$ cat src/rtl/i2c_pkg.sv
// Shared definitions for the I2C register target: FSM states, ACK/NACK bit levels
// and a 3-input majority helper used by the optional line glitch filter.
package i2c_pkg;

    typedef enum logic [3:0] {
        IDLE,
        ADDR,
        ADDR_ACK,
        PTR,
        PTR_ACK,
        WDATA,
        WACK,
        RDATA,
        RACK
    } i2c_state_t;

    localparam logic I2C_ACK  = 1'b0;
    localparam logic I2C_NACK = 1'b1;

    function automatic logic maj3(input logic a, input logic b, input logic c);
        return (a & b) | (a & c) | (b & c);
    endfunction

endpackage

$ cat src/rtl/i2c_bus_monitor.sv
// Synchronizes the raw SCL/SDA pins and emits one-clk SCL-edge, START and STOP pulses.
// Define I2C_TARGET_GLITCH_FILTER_EN to add a 3-sample majority filter (2 clk extra latency).
import i2c_pkg::*;

module i2c_bus_monitor (
    input  logic clk,
    input  logic rst_n,
    input  logic scl_i,
    input  logic sda_i,
    output logic scl_rise,
    output logic scl_fall,
    output logic start_det,
    output logic stop_det,
    output logic sda_lvl
);

    logic [1:0] scl_sync_q, scl_sync_d;
    logic [1:0] sda_sync_q, sda_sync_d;
    logic       scl_line, sda_line;
    logic       scl_prev_q, scl_prev_d, sda_prev_q, sda_prev_d;
    logic       scl_rise_q, scl_rise_d, scl_fall_q, scl_fall_d;
    logic       start_q, start_d, stop_q, stop_d;

    always_comb begin
        scl_sync_d = {scl_sync_q[0], scl_i};
        sda_sync_d = {sda_sync_q[0], sda_i};
    end

`ifdef I2C_TARGET_GLITCH_FILTER_EN
    logic [1:0] scl_hist_q, scl_hist_d, sda_hist_q, sda_hist_d;
    logic       scl_filt_q, scl_filt_d, sda_filt_q, sda_filt_d;

    always_comb begin
        scl_hist_d = {scl_hist_q[0], scl_sync_q[1]};
        sda_hist_d = {sda_hist_q[0], sda_sync_q[1]};
        scl_filt_d = maj3(scl_sync_q[1], scl_hist_q[0], scl_hist_q[1]);
        sda_filt_d = maj3(sda_sync_q[1], sda_hist_q[0], sda_hist_q[1]);
    end

    always_ff @(posedge clk) begin
        if (!rst_n) begin
            scl_hist_q <= 2'b11;
            sda_hist_q <= 2'b11;
            scl_filt_q <= 1'b1;
            sda_filt_q <= 1'b1;
        end else begin
            scl_hist_q <= scl_hist_d;
            sda_hist_q <= sda_hist_d;
            scl_filt_q <= scl_filt_d;
            sda_filt_q <= sda_filt_d;
        end
    end

    assign scl_line = scl_filt_q;
    assign sda_line = sda_filt_q;
`else
    assign scl_line = scl_sync_q[1];
    assign sda_line = sda_sync_q[1];
`endif

    // START/STOP need SCL high on both the previous and current sample.
    always_comb begin
        scl_prev_d = scl_line;
        sda_prev_d = sda_line;
        scl_rise_d = scl_line & ~scl_prev_q;
        scl_fall_d = ~scl_line & scl_prev_q;
        start_d    = scl_line & scl_prev_q & sda_prev_q & ~sda_line;
        stop_d     = scl_line & scl_prev_q & ~sda_prev_q & sda_line;
    end

    always_ff @(posedge clk) begin
        if (!rst_n) begin
            scl_sync_q <= 2'b11;
            sda_sync_q <= 2'b11;
            scl_prev_q <= 1'b1;
            sda_prev_q <= 1'b1;
            scl_rise_q <= 1'b0;
            scl_fall_q <= 1'b0;
            start_q    <= 1'b0;
            stop_q     <= 1'b0;
        end else begin
            scl_sync_q <= scl_sync_d;
            sda_sync_q <= sda_sync_d;
            scl_prev_q <= scl_prev_d;
            sda_prev_q <= sda_prev_d;
            scl_rise_q <= scl_rise_d;
            scl_fall_q <= scl_fall_d;
            start_q    <= start_d;
            stop_q     <= stop_d;
        end
    end

    assign scl_rise  = scl_rise_q;
    assign scl_fall  = scl_fall_q;
    assign start_det = start_q;
    assign stop_det  = stop_q;
    assign sda_lvl   = sda_prev_q;

endmodule

$ cat src/rtl/i2c_target_regs.sv
// I2C target exposing NREGS 8-bit registers with an auto-incrementing pointer.
// Optional glitch filter in i2c_bus_monitor is enabled by I2C_TARGET_GLITCH_FILTER_EN.
import i2c_pkg::*;

module i2c_target_regs #(
    parameter logic [6:0] DEV_ADDR  = 7'h10,
    parameter int         NREGS     = 32,
    parameter logic [7:0] RESET_VAL = 8'h00,
    localparam int        AW        = $clog2(NREGS)
) (
    input  logic          clk,
    input  logic          rst_n,
    input  logic          scl_i,
    input  logic          sda_i,
    output logic          sda_oe,
    output logic          reg_wr_stb,
    output logic [AW-1:0] reg_wr_addr,
    output logic [7:0]    reg_wr_data,
    input  logic [AW-1:0] rd_addr,
    output logic [7:0]    rd_data
);

    logic scl_rise, scl_fall, start_det, stop_det, sda_lvl;

    i2c_bus_monitor u_bus_monitor (
        .clk       (clk),
        .rst_n     (rst_n),
        .scl_i     (scl_i),
        .sda_i     (sda_i),
        .scl_rise  (scl_rise),
        .scl_fall  (scl_fall),
        .start_det (start_det),
        .stop_det  (stop_det),
        .sda_lvl   (sda_lvl)
    );

    i2c_state_t    state_q, state_d;
    logic [3:0]    bit_cnt_q, bit_cnt_d;
    logic [7:0]    rx_q, rx_d;
    logic [7:0]    tx_q, tx_d;
    logic [AW-1:0] ptr_q, ptr_d, ptr_inc;
    logic          sda_oe_q, sda_oe_d;
    logic          wr_stb_q, wr_stb_d;
    logic [AW-1:0] wr_addr_q, wr_addr_d;
    logic [7:0]    wr_data_q, wr_data_d;
    logic [7:0]    regs_q [NREGS];
    logic [7:0]    regs_d [NREGS];
    logic          byte_done;

    assign ptr_inc   = ptr_q + AW'(1);
    assign byte_done = (bit_cnt_q == 4'd8);

    always_ff @(posedge clk) begin
        if (!rst_n) begin
            state_q   <= IDLE;
            bit_cnt_q <= 4'd0;
            rx_q      <= 8'h00;
            tx_q      <= 8'h00;
            ptr_q     <= '0;
            sda_oe_q  <= 1'b0;
            wr_stb_q  <= 1'b0;
            wr_addr_q <= '0;
            wr_data_q <= 8'h00;
            for (int i = 0; i < NREGS; i++) regs_q[i] <= RESET_VAL;
        end else begin
            state_q   <= state_d;
            bit_cnt_q <= bit_cnt_d;
            rx_q      <= rx_d;
            tx_q      <= tx_d;
            ptr_q     <= ptr_d;
            sda_oe_q  <= sda_oe_d;
            wr_stb_q  <= wr_stb_d;
            wr_addr_q <= wr_addr_d;
            wr_data_q <= wr_data_d;
            regs_q    <= regs_d;
        end
    end

    // Byte and ACK boundaries are taken on SCL falling edges so SDA only moves while SCL is low.
    always_comb begin
        state_d = state_q;
        if (stop_det) begin
            state_d = IDLE;
        end else if (start_det) begin
            state_d = ADDR;
        end else if (scl_fall) begin
            case (state_q)
                ADDR:     if (byte_done) state_d = (rx_q[7:1] == DEV_ADDR) ? ADDR_ACK : IDLE;
                ADDR_ACK: state_d = rx_q[0] ? RDATA : PTR;
                PTR:      if (byte_done) state_d = PTR_ACK;
                PTR_ACK:  state_d = WDATA;
                WDATA:    if (byte_done) state_d = WACK;
                WACK:     state_d = WDATA;
                RDATA:    if (byte_done) state_d = RACK;
                RACK:     state_d = (rx_q[0] == I2C_ACK) ? RDATA : IDLE;
                default:  state_d = state_q;
            endcase
        end
    end

    always_comb begin
        bit_cnt_d = bit_cnt_q;
        rx_d      = rx_q;
        tx_d      = tx_q;
        ptr_d     = ptr_q;
        sda_oe_d  = sda_oe_q;
        wr_stb_d  = 1'b0;
        wr_addr_d = wr_addr_q;
        wr_data_d = wr_data_q;
        if (stop_det || start_det) begin
            bit_cnt_d = 4'd0;
            sda_oe_d  = 1'b0;
        end else if (scl_rise) begin
            if ((state_q == ADDR || state_q == PTR || state_q == WDATA || state_q == RDATA)
                && !byte_done) begin
                bit_cnt_d = bit_cnt_q + 4'd1;
                rx_d      = {rx_q[6:0], sda_lvl};
            end else if (state_q == RACK) begin
                rx_d = {rx_q[6:0], sda_lvl};
            end
        end else if (scl_fall) begin
            case (state_q)
                ADDR: if (byte_done) begin
                    bit_cnt_d = 4'd0;
                    sda_oe_d  = (rx_q[7:1] == DEV_ADDR);
                end
                ADDR_ACK: begin
                    tx_d     = regs_q[ptr_q];
                    sda_oe_d = rx_q[0] & ~regs_q[ptr_q][7];
                end
                PTR: if (byte_done) begin
                    bit_cnt_d = 4'd0;
                    ptr_d     = rx_q[AW-1:0];
                    sda_oe_d  = 1'b1;
                end
                WDATA: if (byte_done) begin
                    bit_cnt_d = 4'd0;
                    wr_stb_d  = 1'b1;
                    wr_addr_d = ptr_q;
                    wr_data_d = rx_q;
                    ptr_d     = ptr_inc;
                    sda_oe_d  = 1'b1;
                end
                PTR_ACK, WACK: sda_oe_d = 1'b0;
                RDATA: begin
                    if (byte_done) begin
                        bit_cnt_d = 4'd0;
                        sda_oe_d  = 1'b0;
                    end else if (bit_cnt_q != 4'd0) begin
                        tx_d     = {tx_q[6:0], 1'b0};
                        sda_oe_d = ~tx_q[6];
                    end
                end
                RACK: begin
                    if (rx_q[0] == I2C_NACK) begin
                        sda_oe_d = 1'b0;
                    end else begin
                        ptr_d    = ptr_inc;
                        tx_d     = regs_q[ptr_inc];
                        sda_oe_d = ~regs_q[ptr_inc][7];
                    end
                end
                default: sda_oe_d = 1'b0;
            endcase
        end
    end

    // The array is written the cycle after the strobe, so a same-cycle fabric read sees the old value.
    always_comb begin
        regs_d = regs_q;
        if (wr_stb_q) regs_d[wr_addr_q] = wr_data_q;
    end

    assign sda_oe      = sda_oe_q;
    assign reg_wr_stb  = wr_stb_q;
    assign reg_wr_addr = wr_addr_q;
    assign reg_wr_data = wr_data_q;
    assign rd_data     = regs_q[rd_addr];

endmodule

$ cat config.mk
export PLATFORM = sky130hd
export DESIGN_NAME = i2c_target_regs
export DESIGN_NICKNAME = d
export VERILOG_FILES = /design/src/rtl/i2c_pkg.sv /design/src/rtl/i2c_bus_monitor.sv /design/src/rtl/i2c_target_regs.sv
export SDC_FILE = /design/constraint.sdc
export NUM_CORES = 1
export LEC_CHECK = 0
export BUFFER_PORTS_ARGS = -buffer_cell sky130_fd_sc_hd__buf_2
export CORE_UTILIZATION = 70
export CTS_BUF_LIST = sky130_fd_sc_hd__clkbuf_8
export CTS_CLUSTER_DIAMETER = 100
export DETAILED_ROUTE_END_ITERATION = 12
export HOLD_SLACK_MARGIN = 0.15
export PLACE_DENSITY = 0.87
export SYNTH_ARGS = -nofsm -noshare
export SYNTH_HDL_FRONTEND = slang
export SYNTH_SLANG_ARGS = --single-unit
$ cat constraint.sdc
create_clock -name clk -period 5.2 [get_ports clk]
set_clock_uncertainty 0.1 [all_clocks]
set_input_delay 0.52 -clock clk [delete_from_list [all_inputs] [get_ports clk]]
set_output_delay 0.52 -clock clk [all_outputs]
set_load 0.01 [all_outputs]
======== Word level (Yosys, flattened, before mapping) ========
Cells that the tools add are included.
operators by class
  equality and inequality tests ........... 24
  add/subtract/negate cells ............... 2
  $lt $le $gt $ge ......................... 5
  bitwise operators ....................... 24
  reductions and logical operators ........ 32
  multiplexer cells ....................... 44
operators by type and width
  cell                                                      count
  bitwise mux 256 bit                                       1
  binary-select mux 8 bit (select 5 bit)                    3
  2-to-1 mux 8 bit                                          9
  demux 8 bit (select 5 bit)                                1
  2-to-1 mux 4 bit                                          9
  case mux 4 bit (7 select lines)                           1
  greater-or-equal comparator 6 bit, second input constant  4
  inverter 5 -> 6 bit                                       4
  2-to-1 mux 7 bit                                          3
  case mux 7 bit (3 select lines)                           1
  equality test 4 x 3 -> 1 bit, second input constant       4
  2-to-1 mux 5 bit                                          3
  inequality test 3 x 2 -> 1 bit, second input constant     5
  case mux 5 bit (3 select lines)                           1
  inequality test 2 bit, second input constant              7
  AND reduction 7 bit                                       2
  inverter 1 bit                                            12
  AND reduction 6 bit                                       2
  AND reduction 5 bit                                       2
  nonzero test 2 bit                                        5
  AND 1 bit                                                 8
  equality test 4 x 2 -> 1 bit, second input constant       2
  equality test 4 bit, second input constant                2
  2-to-1 mux 1 bit                                          8
  22 further kinds                                          32
storage, ports and cells
  word-level logic and storage cells ...... 181
  output and inout port bits .............. 23
  flip-flop bits (word level) ............. 309
  input bits .............................. 9

======== Depth between registers and ports, before layout ========
Gate-level depths: netlist of run 1.
  word-level depth ........................ 8
  gate-level depth with buffers ........... 10
  gate-level depth less buffers ........... 8

======== By module ========
Synthesis of run 1 repeated with hierarchy kept, for this count alone.
unflattened totals
  cells, all modules ...................... 1,792
  area, all modules ....................... 17,943.5 sq um
by module, submodules not included
  module           instances  cells each  area each (sq um)  seq. area each (sq um)
  i2c_target_regs  1          1,770       17,651.9           5,985.7
  i2c_bus_monitor  1          22          291.5              200.2

======== Least setup slack after synthesis of run 1 ========
Ideal clock, no wire load.
  kind .................................... input-to-output
  start point ............................. in rd_addr[1]
  end point ............................... out rd_data[0]
  stages .................................. 6
  required time ........................... 4,580 ps
  slack ................................... 2,147 ps
  path buffers ............................ 3
  data arrival time ....................... 2,433 ps
  cells stage by stage .................... buf_2 -> buf_2 -> buf_1 -> mux4_2 -> mux4_2 -> mux2_2
on the way
  cells in the longest elaborated chain, start to end .. 4
ends and longest elaborated chain
  item                                                 RTL line                source
  from (decl)                                          i2c_target_regs.sv:19   input logic [AW-1:0] rd_addr,
  inverter 5 -> 6 bit (implied by the code)            i2c_target_regs.sv:178  assign rd_data = regs_q[rd_addr];
  binary-select mux 8 bit (select 5 bit)               i2c_target_regs.sv:178
  2-to-1 mux 8 bit (implied by the code) (2 in a row)  i2c_target_regs.sv:178
  to (decl)                                            i2c_target_regs.sv:20   output logic [7:0] rd_data
No other way between the ends. The select of a mux whose other input is x is not followed.

======== Worst setup path in the final report of run 1 ========
Ends and elaborated chain as after synthesis.

==> results.sh, run 1 <==
export IMPL_synth_edf_count=0
export IMPL_cts_tree="yes"
export IMPL_end_kind="output port"
export IMPL_grt_setup_unrepaired="no"
export IMPL_insertedDiodeCount=0
export IMPL_synth_ff_type="dfxtp_1"
export IMPL_met3_usage=0.137
export IMPL_synthCells=1667
export IMPL_max_cap_viol_count=0
export IMPL_max_slew_margin=0.113
export IMPL_worstMarginPinSlew_ps=1330
export IMPL_synth_top_area_share=0.344
export IMPL_place_hpwl_mm=33.5
export IMPL_grt_max_degree=148
export IMPL_grt_use_met1=0.524
export IMPL_antenna_left=0
export IMPL_syn_cell_area_sq_um=18000
export IMPL_max_vdd_ir_drop_mv=0.249
export IMPL_max_clock_freq_mhz=273
export IMPL_viasPerCell=7.53
export IMPL_clkTransAtPathRegs_ps=60
export IMPL_preCtsSetupSlack_ps=1580
export IMPL_cts_made_buffers=51
export IMPL_async_flop_share=0
export IMPL_worstPathMaxFanout=29
export IMPL_grt_use_met2=0.622
export IMPL_drt_total_wl_mm=55.1
export IMPL_worstPathRequired_ps=4580
export IMPL_nNetsFinal=1646
export IMPL_p_switching_uw=1120
export IMPL_post_route_util=0.772
export IMPL_drtIter0Drc=2606
export IMPL_place_gp_congestion=0.964
export IMPL_outcome="finished clean"
export IMPL_hold_violations=0
export IMPL_io_buffer_count=31
export IMPL_drive_gt1_frac=0.241
export IMPL_clock_sinks=309
export IMPL_die_h_um=162
export IMPL_grt_pass1_vias=14725
export IMPL_ios=32
export IMPL_grt_overflow=0
export IMPL_layout_setup_ws_ps=1540
export IMPL_cts_root_buf="clkbuf_8"
export IMPL_htree_levels=2
export IMPL_start_kind="primary input"
export IMPL_maxSlewViolCount=0
export IMPL_yosysWarnings=0
export IMPL_top_usage_layer="met2"
export IMPL_clock_power_share=0.500
export IMPL_drc=0
export IMPL_grt_pass1_wl_mm=83.9
export IMPL_power_density_nw_per_um2=256
export IMPL_post_cts_buffers=0
export IMPL_finalWorstPathRequiredPeriod_ps=3660
export IMPL_hp_class="in2reg"
export IMPL_synthToLayoutAreaGrowth_pct=8.09
export IMPL_swShare=0.225
export IMPL_vias=15091
export IMPL_intPower_uw=3870
export IMPL_ctsResizeCount=0
export IMPL_timing_setup_tns_ps=0
export IMPL_die_x_um=162
export IMPL_antenna_found_initial=1
export IMPL_track_usage=0.422
export IMPL_wire_per_inst_um=27.5
export IMPL_critical_path_class="in2out"
export IMPL_fillers=1501
export IMPL_min_period_over_period=0.704
export IMPL_arrival_ps=3040
export IMPL_clock_latency_ps=590
export IMPL_leakage_uw=0.00703
export IMPL_postCtsHoldBufs=2
export IMPL_synth_seq_area_share=0.344
export IMPL_ys_ff_latch=309
export IMPL_core_area_sq_um=25200
export IMPL_avgSynthCellArea_sq_um=10.8
export IMPL_synth_area_top_cells="dfxtp_1 (34%), mux4_2 (26%), mux2i_1 (14%), nor2_1 (5.8%), nand2_1 (2.5%)"
export IMPL_yosysTopAreaCell="dfxtp_1"
export IMPL_rows=58
export IMPL_yosysUniqueCellTypes=66
export IMPL_syn_nets=1679
export IMPL_initial_core_util=0.715
export IMPL_power_frac_seq=0.475
export IMPL_firstDrtPassIters=6
export IMPL_cts_buffer_depth=3
export IMPL_die_area_sq_um=26400
export IMPL_power_frac_comb=0.025
export IMPL_setup_viol=0
-- per-stage QoR --
stage / cell area (sq um) / hold WS [ps] / std cells / total power (uW)
after detailed placement: 18200 / 297 / 1909 / 2540
after floorplan: 18000 / 286 / 1667 / 2520
after global placement: 18200 / 289 / 1909 / 2540
after global routing: 19500 / 256 / 2005 / 5100
after CTS: 19500 / 237 / 2005 / 4980
final: 19500 / 270 / 2005 / 4990
-- Yosys cell counts (all sizes together), types with 12 or more instances --
cell type and instances:
dfxtp 309, nor2 284, mux2i 256, mux4 216, nand2 120, clkbuf 89, nand3 75, a21oi 70
buf 64, nand2b 21, mux2 14, o21ai 12
-- kinds of logic (layout without fill, tap and decap cells) --
logic type / count (synthesis) / after routing / synth area share
buf+inv: 163 / 171 / 0.0400
compound gates: 134 / 134 / 0.0483
flops: 309 / 309 / 0.344
xor+xnor: 9 / 9 / 0.00542
mux: 486 / 486 / 0.423
simple gates: 563 / 563 / 0.138
fa+ha+maj: 3 / 3 / 0.00209
-- cell type report --
cell class	count	area, sq um	share of cell area
Multi-Input combinational cell	1195	11100	0.572
Sequential cell	309	6190	0.318
Clock buffer	71	977	0.0502
Timing Repair Buffer	67	458	0.0235
Tap cell	330	413	0.0212
Clock inverter	23	238	0.0122
Inverter	10	45.0	0.00232
-- placed cells by master, fill, tap and decap left out, types with 5 or more instances in the layout --
| master | instances |
|---|---|
| buf_2 | 30 |
| nand2_1 | 120 |
| nor2b_1 | 6 |
| nor2_2 | 9 |
| nor3b_1 | 8 |
| nor3_1 | 8 |
| a21oi_1 | 69 |
| o21ai_0 | 7 |
| o21ai_1 | 5 |
| buf_4 | 33 |
| a31oi_1 | 6 |
| mux4_2 | 211 |
| nand3b_1 | 9 |
| a32oi_1 | 6 |
| inv_1 | 16 |
| and3_1 | 6 |
| mux4_1 | 5 |
| mux2_2 | 14 |
| dfxtp_1 | 307 |
| clkbuf_8 | 71 |
| nand2b_1 | 21 |
| nand3_1 | 75 |
| clkinv_2 | 9 |
| mux2i_1 | 256 |
| nor2_1 | 275 |
| bufinv_16 | 5 |
-- flip-flops by register name, indices dropped and copies added (netlist names), 4 cells and up --
signal / flops
reg_wr_addr: 5
reg_wr_data: 8
rx_q: 8
ptr_q: 5
state_q: 4
regs_q: 256
bit_cnt_q: 4
tx_q: 7
-- layer usage --
metal  routed length (um)  up-vias  share of wire
li1                     -     6134              -
met1                18400     7259           0.33
met2                24600     1337           0.45
met3                 7830      361           0.14
met4                 4220        0          0.077
met5                    0        -              0
-- final timing paths --
| kind | slack, ps | cells past startpoint | startpoint | end |
|---|---|---|---|---|
| worst max-delay path | 1540 | 6 | rd_addr[1] | rd_data[0] |
| worst min-delay path | 270 | 2 | rst_n | u_bus_monitor.scl_sync_q[0] |
| worst max register to register | 1660 | 8 | ptr_q[0] | tx_q[0] |
| worst min register to register | 310 | 1 | u_bus_monitor.scl_sync_q[0] | u_bus_monitor.scl_sync_q[1] |
-- power by group through the flow --
stage | clock network [uW] | registers [uW] | logic (uW)
after floorplan | 0 | 2420 | 92.8
after global placement | 0 | 2420 | 114
after detailed placement | 0 | 2420 | 117
after CTS | 2490 | 2370 | 119
after global routing | 2600 | 2370 | 128
final | 2490 | 2370 | 122
-- critical path, cell delays in order --
cell and delay (ps):
buf_2 520, buf_4 510, mux4_2 390, mux4_2 580
mux2_2 340, buf_2 150
Note: power is estimated with default switching activity, not from simulation.
==> run 2: changes to the inputs <==
Settings changed: CORE_UTILIZATION 70 to 59, PLACE_DENSITY 0.87 to 0.79.
Clock period 5.2 ns to 3 ns, I/O delays scaled along.
==> run 2 against run 1 <==
  * Combinational power grew 93%
  * Critical path depth shrank 2
  * Routed wire length shrank 2.4%
  * Die area grew 18%
  * Final area grew 1.0%
  * First-iteration DRC count shrank 23%
  * Hold slack gained 39 ps
  * Worst setup slack lost 1400 ps
  * Flip-flop and latch count is the same
  * Sequential share of layout area shrank 0.33 points
  * Total power grew 56%
  * Via count shrank 2.4%
  * Critical endpoint is now rd_data[4]
==> results.sh, run 2 (synthesis results as in run 1) <==
export IMPL_worstMarginPinSlew_ps=1260
export IMPL_wire_per_inst_um=25.7
export IMPL_power_density_nw_per_um2=395
export IMPL_cts_tree="yes"
export IMPL_die_x_um=177
export IMPL_place_gp_congestion=1.02
export IMPL_insertedDiodeCount=0
export IMPL_met1Wirelength_mm=19.5
export IMPL_place_hpwl_mm=36.1
export IMPL_io_buffer_count=31
export IMPL_fillers=2256
export IMPL_clock_latency_ps=600
export IMPL_grt_pass1_vias=14241
export IMPL_cts_root_buf="clkbuf_8"
export IMPL_vias=14726
export IMPL_min_period_over_period=0.946
export IMPL_end_kind="output port"
export IMPL_cts_buffer_depth=3
export IMPL_finalWorstPathRequiredPeriod_ps=2840
export IMPL_htree_levels=2
export IMPL_largest_register="regs_q"
export IMPL_post_cts_buffers=0
export IMPL_die_h_um=177
export IMPL_max_slew_margin=0.152
export IMPL_firstDrtPassIters=9
export IMPL_layout_commonest_cell="dfxtp_1"
export IMPL_leakage_uw=0.00716
export IMPL_max_clock_freq_mhz=352
export IMPL_track_usage=0.347
export IMPL_slowest_delay_ps=520
export IMPL_drc=0
export IMPL_grt_pass1_wl_mm=82.1
export IMPL_grt_max_degree=125
export IMPL_start_kind="flop"
export IMPL_max_cap_viol_count=0
export IMPL_die_area_sq_um=31200
export IMPL_drtIter0Drc=2001
export IMPL_hold_violations=0
export IMPL_grt_overflow=0
export IMPL_ios=32
export IMPL_crit_chain="mux4_2 -> mux4_2 -> mux2_2 -> buf_2"
export IMPL_report_power_total_uw=7760
export IMPL_top_layer_used="met4"
export IMPL_core_area_sq_um=29800
export IMPL_grt_setup_unrepaired="no"
export IMPL_clkTransAtPathRegs_ps=60
export IMPL_viasPerCell=7.03
export IMPL_critical_path_class="reg2out"
export IMPL_dr_wl_met2_mm=24.9
export IMPL_synthToLayoutAreaGrowth_pct=9.23
export IMPL_drt_total_wl_mm=53.8
export IMPL_clock_sinks=309
export IMPL_initial_core_util=0.604
export IMPL_max_vdd_ir_drop_mv=0.331
export IMPL_maxSlewViolCount=0
export IMPL_layout_common_cells="dfxtp_1 (307), nor2_1 (275), mux2i_1 (256)"
export IMPL_largest_reg_flops=256
export IMPL_outcome="finished clean"
export IMPL_antenna_left=0
export IMPL_cts_made_buffers=50
export IMPL_antenna_found_initial=0
export IMPL_timing_setup_tns_ps=0
export IMPL_drive_gt1_frac=0.247
export IMPL_crit_slowest_cell="mux4_2"
export IMPL_worstPathMaxFanout=4
export IMPL_met3_length_mm=6.04
export IMPL_setup_viol=0
export IMPL_nNetsFinal=1688
export IMPL_rows=63
export IMPL_cpMostUsedCell="mux4_2"
export IMPL_hp_class="reg2reg"
export IMPL_worstPathRequired_ps=2600
export IMPL_arrival_ps=2440
## run 2: timing repair
action | in CTS | in global routing
gates resized for setup | 0 | 0
endpoints found under the hold margin | 9 | 0
endpoints found under the setup margin | 0 | 0
hold buffers | 5 | 0
## run 2: stage by stage
step / util / instances / hold slack [ps] / area (sq um) / worst slack [ps]
2_1_floorplan: - / 1667 / 286 / 18000 / 387
3_3_place_gp: 0.628 / 2009 / 295 / 18700 / 296
3_5_place_dp: 0.628 / 2009 / 292 / 18700 / 265
4_1_cts: 0.660 / 2096 / 309 / 19700 / 175
5_1_grt: 0.660 / 2096 / 342 / 19700 / 113
6_report: 0.660 / 2096 / 309 / 19700 / 162
## run 2: worst max-delay path: cells and delay by family (launching register included)
kind	cells	cell delay [ps]
muxes	3	1330
buffers and inverters	1	140
DFF	1	360
## run 2: layer usage
metal / global-route usage / vias to the layer above
li1: - / 6209
met1: 0.439 / 7150
met2: 0.544 / 1100
met3: 0.0853 / 267
met4: 0.202 / 0
met5: 0 / -
## run 2: path summary, 6_finish.rpt
path | start | to | slack [ps] | depth (start not counted)
setup / recovery | regs_q[228] | rd_data[4] | 160 | 4
hold / removal | u_bus_monitor.sda_sync_q[0] | u_bus_monitor.sda_sync_q[1] | 310 | 1
setup reg to reg | ptr_q[0] | sda_oe | 240 | 8
hold reg to reg | u_bus_monitor.sda_sync_q[0] | u_bus_monitor.sda_sync_q[1] | 310 | 1
## run 2: power breakdown
part           switching, uW  internal, uW  total (uW)
logic                    153          83.1         236
registers               5.57          4110        4110
clock network           1670          1740        3410
total                   1830          5930        7760
## run 2: layout make-up
class | instances | area, sq um | area share
inverter | 10 | 45.0 | 0.00229
timing repair buffer | 110 | 901 | 0.0458
tap | 390 | 488 | 0.0248
clock inverter | 24 | 103 | 0.00522
clock buffer | 58 | 798 | 0.0406
sequential | 309 | 6190 | 0.315
multi-input combinational | 1195 | 11100 | 0.566
